[config.mk]
export PLATFORM = sky130hd
export DESIGN_NAME = sd_spi_card_responder
export DESIGN_NICKNAME = d
export VERILOG_FILES = /design/src/rtl/sd_spi_card_responder.sv
export SDC_FILE = /design/constraint.sdc
export NUM_CORES = 1
export LEC_CHECK = 0
export CAP_MARGIN = 20
export CORE_UTILIZATION = 56
export DETAILED_ROUTE_END_ITERATION = 7
export GPL_ROUTABILITY_DRIVEN = 0
export GPL_TIMING_DRIVEN = 1
export HOLD_SLACK_MARGIN = 0.05
export PLACE_DENSITY = 0.79
export SYNTH_ARGS = -nofsm -noshare
export SYNTH_HDL_FRONTEND = slang
export SYNTH_SLANG_ARGS = --single-unit
[constraint.sdc]
create_clock -name MasterCLK -period 3.5 [get_ports MasterCLK]
set_clock_uncertainty 0.15 [all_clocks]
set_input_delay 0.525 -clock MasterCLK [delete_from_list [all_inputs] [get_ports MasterCLK]]
set_output_delay 0.525 -clock MasterCLK [all_outputs]
set_load 0.01 [all_outputs]
[src/rtl/sd_spi_card_responder.sv]
// rtl/sd_spi_card_responder.sv - SPI-mode SD card responder (card side of init/read handshake)
//
// Purpose: stands in for a physical SD card. Decodes host commands on the SPI
// link, answers CMD0/CMD55/ACMD41/CMD17 with R1 bytes and streams 512-byte
// blocks pulled one byte at a time from an external byte source.
//
// Ports:
//   MasterCLK    in   system clock, >= 8x SPI_CLK
//   Reset        in   synchronous, active-high
//   SPI_CLK      in   host serial clock (mode 0, asynchronous)
//   SPI_MOSI     in   host data, MSB first
//   SPI_CS       in   chip select, active low
//   SPI_MISO     out  card data, high while deselected
//   ByteRequest  out  one-cycle pulse asking for block byte ByteIndex
//   ByteIndex    out  index 0..511 of the requested byte
//   ByteData     in   requested byte, sampled one cycle after ByteRequest
//   CmdValid     out  one-cycle pulse per complete 6-byte command
//   CmdIndex     out  index of the last command
//   CmdArgument  out  argument of the last command
//   Initialized  out  high once ACMD41 has returned 0x00
module sd_spi_card_responder #(
  parameter int NCR_BYTES        = 1,
  parameter int TOKEN_WAIT_BYTES = 2,
  parameter int IDLE_POLLS       = 2
) (
  input  logic        MasterCLK,
  input  logic        Reset,
  input  logic        SPI_CLK,
  input  logic        SPI_MOSI,
  input  logic        SPI_CS,
  output logic        SPI_MISO,
  output logic        ByteRequest,
  output logic [8:0]  ByteIndex,
  input  logic [7:0]  ByteData,
  output logic        CmdValid,
  output logic [5:0]  CmdIndex,
  output logic [31:0] CmdArgument,
  output logic        Initialized
);

  typedef enum logic [2:0] {
    S_HUNT, S_ARG, S_NCR, S_R1, S_TWAIT, S_TOKEN, S_DATA, S_CRC
  } state_t;

  localparam logic [8:0] NCR_LAST = 9'(NCR_BYTES - 1);
  localparam logic [8:0] TW_LAST  = 9'(TOKEN_WAIT_BYTES - 1);

  logic sclk_meta, sclk_sync, sclk_prev;
  logic mosi_meta, mosi_sync;
  logic cs_meta, cs_sync, cs_prev;

  logic [2:0] bit_cnt;
  logic [7:0] rx;
  logic [7:0] tx;
  logic       byte_done;
  logic [7:0] next_tx;

  state_t      state;
  logic [8:0]  byte_cnt;
  logic [5:0]  cmd_reg;
  logic [31:0] arg_reg;
  logic [7:0]  r1;
  logic        idle;
  logic        app;
  logic [7:0]  poll_cnt;
  logic        req_d;
  logic [7:0]  hold;

  wire sclk_rise = sclk_sync & ~sclk_prev;
  wire sclk_fall = ~sclk_sync & sclk_prev;
  wire cs_fall   = cs_prev & ~cs_sync;
  wire cs_rise   = ~cs_prev & cs_sync;

  assign SPI_MISO = cs_sync | tx[7];

  // Byte shown on MISO for the byte that is about to start; state already
  // names the byte being sent because the FSM advances at each byte end.
  always_comb begin
    next_tx = 8'hFF;
    case (state)
      S_R1:    next_tx = r1;
      S_TOKEN: next_tx = 8'hFE;
      S_DATA:  next_tx = hold;
      default: next_tx = 8'hFF;
    endcase
  end

  // Bit level: synchronisers, rx/tx shift registers, byte framing.
  always_ff @(posedge MasterCLK) begin
    if (Reset) begin
      sclk_meta <= 1'b0;
      sclk_sync <= 1'b0;
      sclk_prev <= 1'b0;
      mosi_meta <= 1'b1;
      mosi_sync <= 1'b1;
      cs_meta   <= 1'b1;
      cs_sync   <= 1'b1;
      cs_prev   <= 1'b1;
      bit_cnt   <= 3'd0;
      rx        <= 8'h00;
      tx        <= 8'hFF;
      byte_done <= 1'b0;
    end else begin
      sclk_meta <= SPI_CLK;
      sclk_sync <= sclk_meta;
      sclk_prev <= sclk_sync;
      mosi_meta <= SPI_MOSI;
      mosi_sync <= mosi_meta;
      cs_meta   <= SPI_CS;
      cs_sync   <= cs_meta;
      cs_prev   <= cs_sync;
      byte_done <= 1'b0;

      if (cs_rise) begin
        bit_cnt <= 3'd0;
      end else if (!cs_sync && sclk_rise) begin
        rx      <= {rx[6:0], mosi_sync};
        bit_cnt <= bit_cnt + 3'd1;
        if (bit_cnt == 3'd7) byte_done <= 1'b1;
      end

      if (cs_fall) begin
        tx <= 8'hFF;
      end else if (!cs_sync && sclk_fall) begin
        tx <= (bit_cnt == 3'd0) ? next_tx : {tx[6:0], 1'b1};
      end
    end
  end

  // Byte level FSM, command decode, card flags and block fetch.
  always_ff @(posedge MasterCLK) begin
    if (Reset) begin
      state       <= S_HUNT;
      byte_cnt    <= 9'd0;
      cmd_reg     <= 6'd0;
      arg_reg     <= 32'd0;
      r1          <= 8'hFF;
      idle        <= 1'b1;
      app         <= 1'b0;
      poll_cnt    <= 8'd0;
      Initialized <= 1'b0;
      CmdValid    <= 1'b0;
      CmdIndex    <= 6'd0;
      CmdArgument <= 32'd0;
      ByteRequest <= 1'b0;
      ByteIndex   <= 9'd0;
      req_d       <= 1'b0;
      hold        <= 8'hFF;
    end else begin
      CmdValid    <= 1'b0;
      ByteRequest <= 1'b0;
      req_d       <= ByteRequest;
      if (req_d) hold <= ByteData;

      if (cs_rise) begin
        state    <= S_HUNT;
        byte_cnt <= 9'd0;
      end else begin
        // Fetch a full byte ahead: request on the first rising edge of the
        // byte preceding the data byte, so hold is ready at the boundary.
        if (!cs_sync && sclk_rise && bit_cnt == 3'd0) begin
          if (state == S_TOKEN) begin
            ByteRequest <= 1'b1;
            ByteIndex   <= 9'd0;
          end else if (state == S_DATA && byte_cnt != 9'd511) begin
            ByteRequest <= 1'b1;
            ByteIndex   <= byte_cnt + 9'd1;
          end
        end

        if (byte_done) begin
          case (state)
            S_HUNT: begin
              if (rx[7:6] == 2'b01) begin
                cmd_reg  <= rx[5:0];
                byte_cnt <= 9'd0;
                state    <= S_ARG;
              end
            end
            S_ARG: begin
              if (byte_cnt == 9'd4) begin
                // rx is the CRC byte here
                CmdValid    <= 1'b1;
                CmdIndex    <= cmd_reg;
                CmdArgument <= arg_reg;
                app         <= (cmd_reg == 6'd55);
                byte_cnt    <= 9'd0;
                state       <= S_NCR;
                case (cmd_reg)
                  6'd0: begin
                    if (rx == 8'h95) begin
                      r1          <= 8'h01;
                      idle        <= 1'b1;
                      Initialized <= 1'b0;
                      poll_cnt    <= 8'd0;
                    end else begin
                      r1 <= 8'h09;
                    end
                  end
                  6'd55: r1 <= {7'b0, idle};
                  6'd41: begin
                    if (!app) begin
                      r1 <= 8'h04 | {7'b0, idle};
                    end else if (poll_cnt < 8'(IDLE_POLLS)) begin
                      r1       <= 8'h01;
                      poll_cnt <= poll_cnt + 8'd1;
                    end else begin
                      r1          <= 8'h00;
                      idle        <= 1'b0;
                      Initialized <= 1'b1;
                    end
                  end
                  6'd17: r1 <= Initialized ? 8'h00 : 8'h05;
                  default: r1 <= 8'h04 | {7'b0, idle};
                endcase
              end else begin
                arg_reg  <= {arg_reg[23:0], rx};
                byte_cnt <= byte_cnt + 9'd1;
              end
            end
            S_NCR: begin
              if (byte_cnt == NCR_LAST) begin
                byte_cnt <= 9'd0;
                state    <= S_R1;
              end else begin
                byte_cnt <= byte_cnt + 9'd1;
              end
            end
            S_R1: begin
              byte_cnt <= 9'd0;
              if (CmdIndex == 6'd17 && r1 == 8'h00)
                state <= (TOKEN_WAIT_BYTES == 0) ? S_TOKEN : S_TWAIT;
              else
                state <= S_HUNT;
            end
            S_TWAIT: begin
              if (byte_cnt == TW_LAST) begin
                byte_cnt <= 9'd0;
                state    <= S_TOKEN;
              end else begin
                byte_cnt <= byte_cnt + 9'd1;
              end
            end
            S_TOKEN: begin
              byte_cnt <= 9'd0;
              state    <= S_DATA;
            end
            S_DATA: begin
              if (byte_cnt == 9'd511) begin
                byte_cnt <= 9'd0;
                state    <= S_CRC;
              end else begin
                byte_cnt <= byte_cnt + 9'd1;
              end
            end
            S_CRC: begin
              if (byte_cnt == 9'd1) begin
                byte_cnt <= 9'd0;
                state    <= S_HUNT;
              end else begin
                byte_cnt <= byte_cnt + 9'd1;
              end
            end
            default: state <= S_HUNT;
          endcase
        end
      end
    end
  end

endmodule

==> flow_summary.json, run 1 <==
{
  "holdCritStartpoint": "cs_meta$_SDFF_PP1_",
  "wl_per_cell_um": 14.72,
  "clock_latency_ns": 0.53,
  "grt_pass1_vias": 4922,
  "whs_path_depth": 1,
  "timing.fmax_ghz": 0.3405,
  "vias": 5355,
  "finalCritPeriodShare_pct": 83.90,
  "tritoncts": "done",
  "dp_hpwl_um": 9472,
  "path_delay_family": "simple AND/OR/NAND/NOR gates",
  "final.setup.tns_ns": 0,
  "post_cts_resized": 0,
  "synthFlopType": "dfxtp_1",
  "dpl.cell_count": 923,
  "cts-root-buf": "clkbuf_8",
  "yosys_warnings": 0,
  "htreeDepth": 4,
  "crit_fanout": 17,
  "hold_end": "cs_sync$_SDFF_PP1_",
  "postRouteWirelength_um": 14040,
  "setup_viol": 0,
  "cp-end-kind": "flop",
  "final_cell_mix": "nand2_1, dfxtp_1, a21oi_1, clkdlybuf4s50_1, nor2_1",
  "synth_seq_cells": 151,
  "clkSinkCount": 151,
  "drt_iter0_markers": 374,
  "critPathSlowestCell": "and3b_1",
  "fin_crit_ns": 2.937,
  "ant_nets": 0,
  "arrival_ns": 3.24,
  "core_um2": 10890,
  "avgSynthCellArea_um2": 8.220,
  "ios": 64,
  "cts_buffer_depth": 2,
  "grt_antenna_before_repair": 0,
  "synth.top_cell.area_share_pct": 48.14,
  "rows": 38,
  "max-slew-margin-rel_pct": 41.49,
  "drcViolationCount": 0,
  "rrSetupSlack_ns": 0.56,
  "final_common_cell": "nand2_1",
  "hold_viol": 0,
  "holdBufCountCts": 0,
  "yosysSeqAreaShare_pct": 48.14,
  "crit_required_ns": 3.81,
  "die_w_um": 107.9,
  "multi_input_area_um2": 2980,
  "nets": 827,
  "cellPowerDensity_nw_per_um2": 470.3,
  "min_path_type": "reg2reg",
  "cp_num_buf_inv": 1,
  "cts_buffers": 17,
  "num-fill-cells": 879,
  "synth.distinct_cells": 61,
  "grtUsageTotal_pct": 25.55,
  "syn-num-nets": 789,
  "cp_cell_sequence": "ha_1 > nand3_1 > nor2_1 > and3_1 > ha_1 > and3b_1 > o211ai_1 > buf_4 > nor2_1 > a22oi_1 > nor2_1",
  "outcome": "complete, no violations",
  "maxCapViolCount": 0,
  "die_area_um2": 11640,
  "async_flop_share_pct": 0,
  "grt_pass1_wl_um": 23200,
  "initial_core_util_pct": 57.68,
  "via_per_inst": 5.613,
  "leakage_nw": 2.565,
  "fp.dieH_um": 107.9,
  "worst-r2r-cell-count": 11,
  "synth.area.top_cells": "dfxtp_1, nand2_1, a21oi_1",
  "clk_pin_slew_ns": 0.06,
  "overflow": 0,
  "firstDrtPassIters": 5,
  "synth_edf_count": 0,
  "netlist_instances": 764,
  "total_power_mw": 3.521,
  "r2r_start": "byte_cnt[0]$_SDFFE_PP0P_",
  "crit_type": "reg2reg",
  "cp-start-kind": "flop",
  "cp_slowest_stage_delay_ns": 0.58,
  "ir_drop_uv": 550.9,
  "portBuffers": 63,
  "grt_max_degree": 69,
  "worstMarginPinSlew_ns": 0.8758,
  "drive_gt1_share_pct": 6.388,
  "finalMaxSlewViolations": 0,
  "num_antenna_cells": 0,
  "post-cts-setup-buffer-count": 0,
  "rsz0062_at_grt": "no",
  "cp_common_cell": "nor2_1",
  "stdcell_count": 954,
  "ff_latch_area_um2": 3023,
  "synth_top_area_cell": "dfxtp_1",
  "area.growth.synth_to_final_pct": 19.23,
  "synth_area_um2": 6280,
  "reg2reg_to": "ByteIndex[6]$_SDFFE_PP0P_"
}
[layer usage]
layer	vias to the layer above	GRT usage, %	wire, um
met5	-	0	0
met4	0	8.513	248
met3	20	6.719	680
met2	172	41.85	6851
met1	2496	32.54	6261
li1	2667	-	-
[worst max-delay path by stage]
stage	slack (ns)	cells past startpoint	end	from
floorplan	0.90	11	ByteIndex[5]$_SDFFE_PP0P_	byte_cnt[0]$_SDFFE_PP0P_
global placement	0.78	8	state[2]$_SDFFE_PP0P_	byte_cnt[0]$_SDFFE_PP0P_
detailed placement	0.61	11	ByteIndex[7]$_SDFFE_PP0P_	byte_cnt[0]$_SDFFE_PP0P_
CTS	0.60	11	ByteIndex[7]$_SDFFE_PP0P_	byte_cnt[0]$_SDFFE_PP0P_
global route	0.25	11	ByteIndex[6]$_SDFFE_PP0P_	byte_cnt[0]$_SDFFE_PP0P_
finish	0.56	11	ByteIndex[6]$_SDFFE_PP0P_	byte_cnt[0]$_SDFFE_PP0P_
[synth_stat cells (3+ instances only)]
| master | n |
|---|---|
| or2_2 | 8 |
| mux2i_1 | 7 |
| a211o_1 | 9 |
| nor4_1 | 6 |
| o21ai_0 | 13 |
| inv_1 | 17 |
| and4_1 | 3 |
| xnor2_1 | 6 |
| buf_2 | 11 |
| nand2b_1 | 8 |
| o211ai_1 | 20 |
| a21oi_1 | 92 |
| nand3_1 | 15 |
| o22ai_1 | 7 |
| and2_1 | 8 |
| nand4_1 | 4 |
| nand2_1 | 194 |
| nor2_1 | 41 |
| nor2b_1 | 17 |
| nor3_1 | 13 |
| a22oi_1 | 4 |
| clkbuf_1 | 36 |
| dfxtp_1 | 151 |
| and3_1 | 7 |
| ha_1 | 12 |
| o21a_1 | 9 |
[area by class of cell]
type | instances | share of cell area, %
Clock inverter | 8 | 1.303
Sequential cell | 151 | 40.37
Clock buffer | 23 | 6.233
Multi-Input combinational cell | 545 | 39.81
Tap cell | 140 | 2.340
Inverter | 17 | 0.8523
Timing Repair Buffer | 70 | 9.091
[where the power goes]
part / internal (mW) / total [mW] / leakage, nW / switching, mW
Combinational: 0.0181 / 0.0533 / 1.07 / 0.0352
Sequential: 1.72 / 1.73 / 1.22 / 0.00253
Clock: 1.06 / 1.74 / 0.282 / 0.677
[cell families after synthesis]
logic type | after synthesis | share of synthesized area (%)
simple gates | 344 | 25.66
compound gates | 175 | 17.23
flops | 151 | 48.14
buf+inv | 68 | 4.483
fa+ha+maj | 12 | 2.391
xor+xnor | 7 | 0.9763
mux | 7 | 1.116
[metrics by stage]
step | instance area (um2) | setup slack (ns) | util (%) | hold WS [ns]
floorplan | 6280 | 0.8992 | - | 0.2395
global placement | 6923 | 0.7765 | 63.58 | 0.2421
detailed placement | 6923 | 0.6139 | 63.58 | 0.2514
CTS | 7487 | 0.6029 | 68.77 | 0.2654
global route | 7487 | 0.2491 | 68.77 | 0.2825
finish | 7487 | 0.5635 | 68.77 | 0.2611
(Power assumes the default switching activity.)
==> inputs of run 2 (changes only) <==
==> constraint.sdc (replaced) <==
create_clock -name MasterCLK -period 2.9 [get_ports MasterCLK]
set_clock_uncertainty 0.15 [all_clocks]
set_input_delay 0.435 -clock MasterCLK [delete_from_list [all_inputs] [get_ports MasterCLK]]
set_output_delay 0.435 -clock MasterCLK [all_outputs]
set_load 0.01 [all_outputs]
==> flow_summary.json, run 2 (same netlist as run 1, synthesis figures left out) <==
{
  "p_comb_share_pct": 1.5,
  "cp_common_cell": "ha_1",
  "tritoncts": "done",
  "ff_latch_area_um2": 3023,
  "fin_crit_ns": 2.661,
  "post_cts_resized": 0,
  "hold_end": "cs_sync$_SDFF_PP1_",
  "cp_num_buf_inv": 0,
  "holdBufCountCts": 0,
  "die_area_um2": 11640,
  "internal-power_mw": 3.504,
  "overflow": 0,
  "die_w_um": 107.9,
  "multi_input_area_um2": 2983,
  "cp-start-kind": "flop",
  "postRouteWirelength_um": 13970,
  "num-fill-cells": 863,
  "critPathSlowestCell": "or4b_1",
  "clk_pin_slew_ns": 0.06,
  "core_um2": 10890,
  "final.setup.tns_ns": 0,
  "ant_nets": 0,
  "cts_buffers": 17,
  "outcome": "complete, no violations",
  "final_cell_mix": "nand2_1, dfxtp_1, a21oi_1, clkdlybuf4s50_1, nor2_1",
  "path_delay_family": "simple AND/OR/NAND/NOR gates",
  "via_per_inst": 5.595,
  "dp_hpwl_um": 9342,
  "crit_fanout": 7,
  "ios": 64,
  "placed_cell_area_um2": 6965,
  "timing.fmax_ghz": 0.3758,
  "grt_pass1_vias": 4992,
  "arrival_ns": 2.94,
  "clock_latency_ns": 0.54,
  "cp_slowest_stage_delay_ns": 0.51,
  "area.growth.synth_to_final_pct": 20.76,
  "grt_max_degree": 125,
  "portBuffers": 63,
  "cts_buffer_depth": 2,
  "final_common_cell": "nand2_1",
  "p_switching_mw": 0.9204,
  "setup_viol": 0,
  "firstDrtPassIters": 6,
  "min_path_type": "reg2reg",
  "final_area_um2": 7584,
  "grtUsageTotal_pct": 25.83,
  "r2r_start": "byte_cnt[0]$_SDFFE_PP0P_",
  "rrSetupSlack_ns": 0.24,
  "post-cts-setup-buffer-count": 0,
  "cp-end-kind": "flop",
  "fp.dieH_um": 107.9,
  "max-slew-margin-rel_pct": 53.97,
  "wl_per_cell_um": 14.57,
  "leakage_nw": 2.603,
  "cts-root-buf": "clkbuf_8",
  "clkSinkCount": 151,
  "drive_gt1_share_pct": 7.448,
  "clkPwrFrac_pct": 51.4,
  "holdWs_ns": 0.2661,
  "rsz0062_at_grt": "no",
  "swShare_pct": 20.80,
  "cellPowerDensity_nw_per_um2": 583.4,
  "initial_core_util_pct": 57.68,
  "ir_drop_uv": 492.0,
  "nets": 831,
  "cp_cell_sequence": "ha_1 > nand3_1 > nor2_2 > and3_1 > ha_1 > and3b_1 > or4b_1 > a32o_1",
  "reg2reg_to": "state[2]$_SDFFE_PP0P_",
  "finalCritPeriodShare_pct": 91.75,
  "maxCapViolCount": 0,
  "holdCritStartpoint": "cs_meta$_SDFF_PP1_",
  "vias": 5366,
  "worst-r2r-cell-count": 8,
  "whs_path_depth": 1,
  "drcViolationCount": 0,
  "drt_iter0_markers": 286,
  "finalMaxSlewViolations": 0,
  "worstMarginPinSlew_ns": 0.6859,
  "crit_type": "reg2reg",
  "crit_required_ns": 3.18,
  "num_antenna_cells": 0,
  "hold_viol": 0,
  "grt_pass1_wl_um": 23310,
  "grt_antenna_before_repair": 0,
  "seq_power_share_pct": 47.1,
  "htreeDepth": 4,
  "rows": 38
}
[run 2: changes by cell type in the layout (fill, tap and decap cells not counted), sizes merged]
cell,delta
inv,+2
bufinv,+2
clkbuf,-6
buf,+4
clkinvlp,+3
[run 2: area by class of cell]
cell class	instances	area share [%]
Inverter	17	0.8414
Multi-Input combinational cell	545	39.33
Sequential cell	151	39.86
Clock buffer	17	5.461
Timing Repair Buffer	74	9.536
Clock inverter	15	2.656
Tap cell	140	2.310
[run 2: worst max path at each step]
stage / start / end / slack, ns / depth (start not counted)
2_1_floorplan: byte_cnt[0]$_SDFFE_PP0P_ / ByteIndex[5]$_SDFFE_PP0P_ / 0.30 / 11
3_3_place_gp: byte_cnt[0]$_SDFFE_PP0P_ / state[2]$_SDFFE_PP0P_ / 0.35 / 8
3_5_place_dp: byte_cnt[0]$_SDFFE_PP0P_ / ByteIndex[7]$_SDFFE_PP0P_ / 0.28 / 11
4_1_cts: byte_cnt[0]$_SDFFE_PP0P_ / state[2]$_SDFFE_PP0P_ / 0.26 / 8
5_1_grt: byte_cnt[0]$_SDFFE_PP0P_ / ByteIndex[5]$_SDFFE_PP0P_ / 0.01 / 11
6_report: byte_cnt[0]$_SDFFE_PP0P_ / state[2]$_SDFFE_PP0P_ / 0.24 / 8
[run 2: through the flow]
| stage | util (%) | worst slack [ns] | std cells | total power [mW] |
|---|---|---|---|---|
| final | 69.65 | 0.2391 | 959 | 4.425 |
| after global routing | 69.65 | 0.01441 | 959 | 4.557 |
| after floorplan | - | 0.2992 | 764 | 2.168 |
| after detailed placement | 63.97 | 0.2780 | 927 | 2.196 |
| after global placement | 63.97 | 0.3533 | 927 | 2.194 |
| after CTS | 69.63 | 0.2584 | 959 | 4.457 |
[run 2: power by group through the flow]
stage	Combinational (mW)	Clock, mW	Sequential (mW)
after detailed placement	0.0673	0	2.13
after global placement	0.0656	0	2.13
after floorplan	0.0403	0	2.13
after CTS	0.0673	2.31	2.08
after global routing	0.0738	2.40	2.08
final	0.0673	2.27	2.08
[run 2: metal layers]
layer | global-route usage (%) | share of wire, % | vias to the layer above
met5 | 0 | 0 | -
met4 | 9.198 | 1.2 | 0
met3 | 7.385 | 5.2 | 19
met2 | 41.76 | 49 | 156
met1 | 32.74 | 45 | 2502
li1 | - | - | 2689
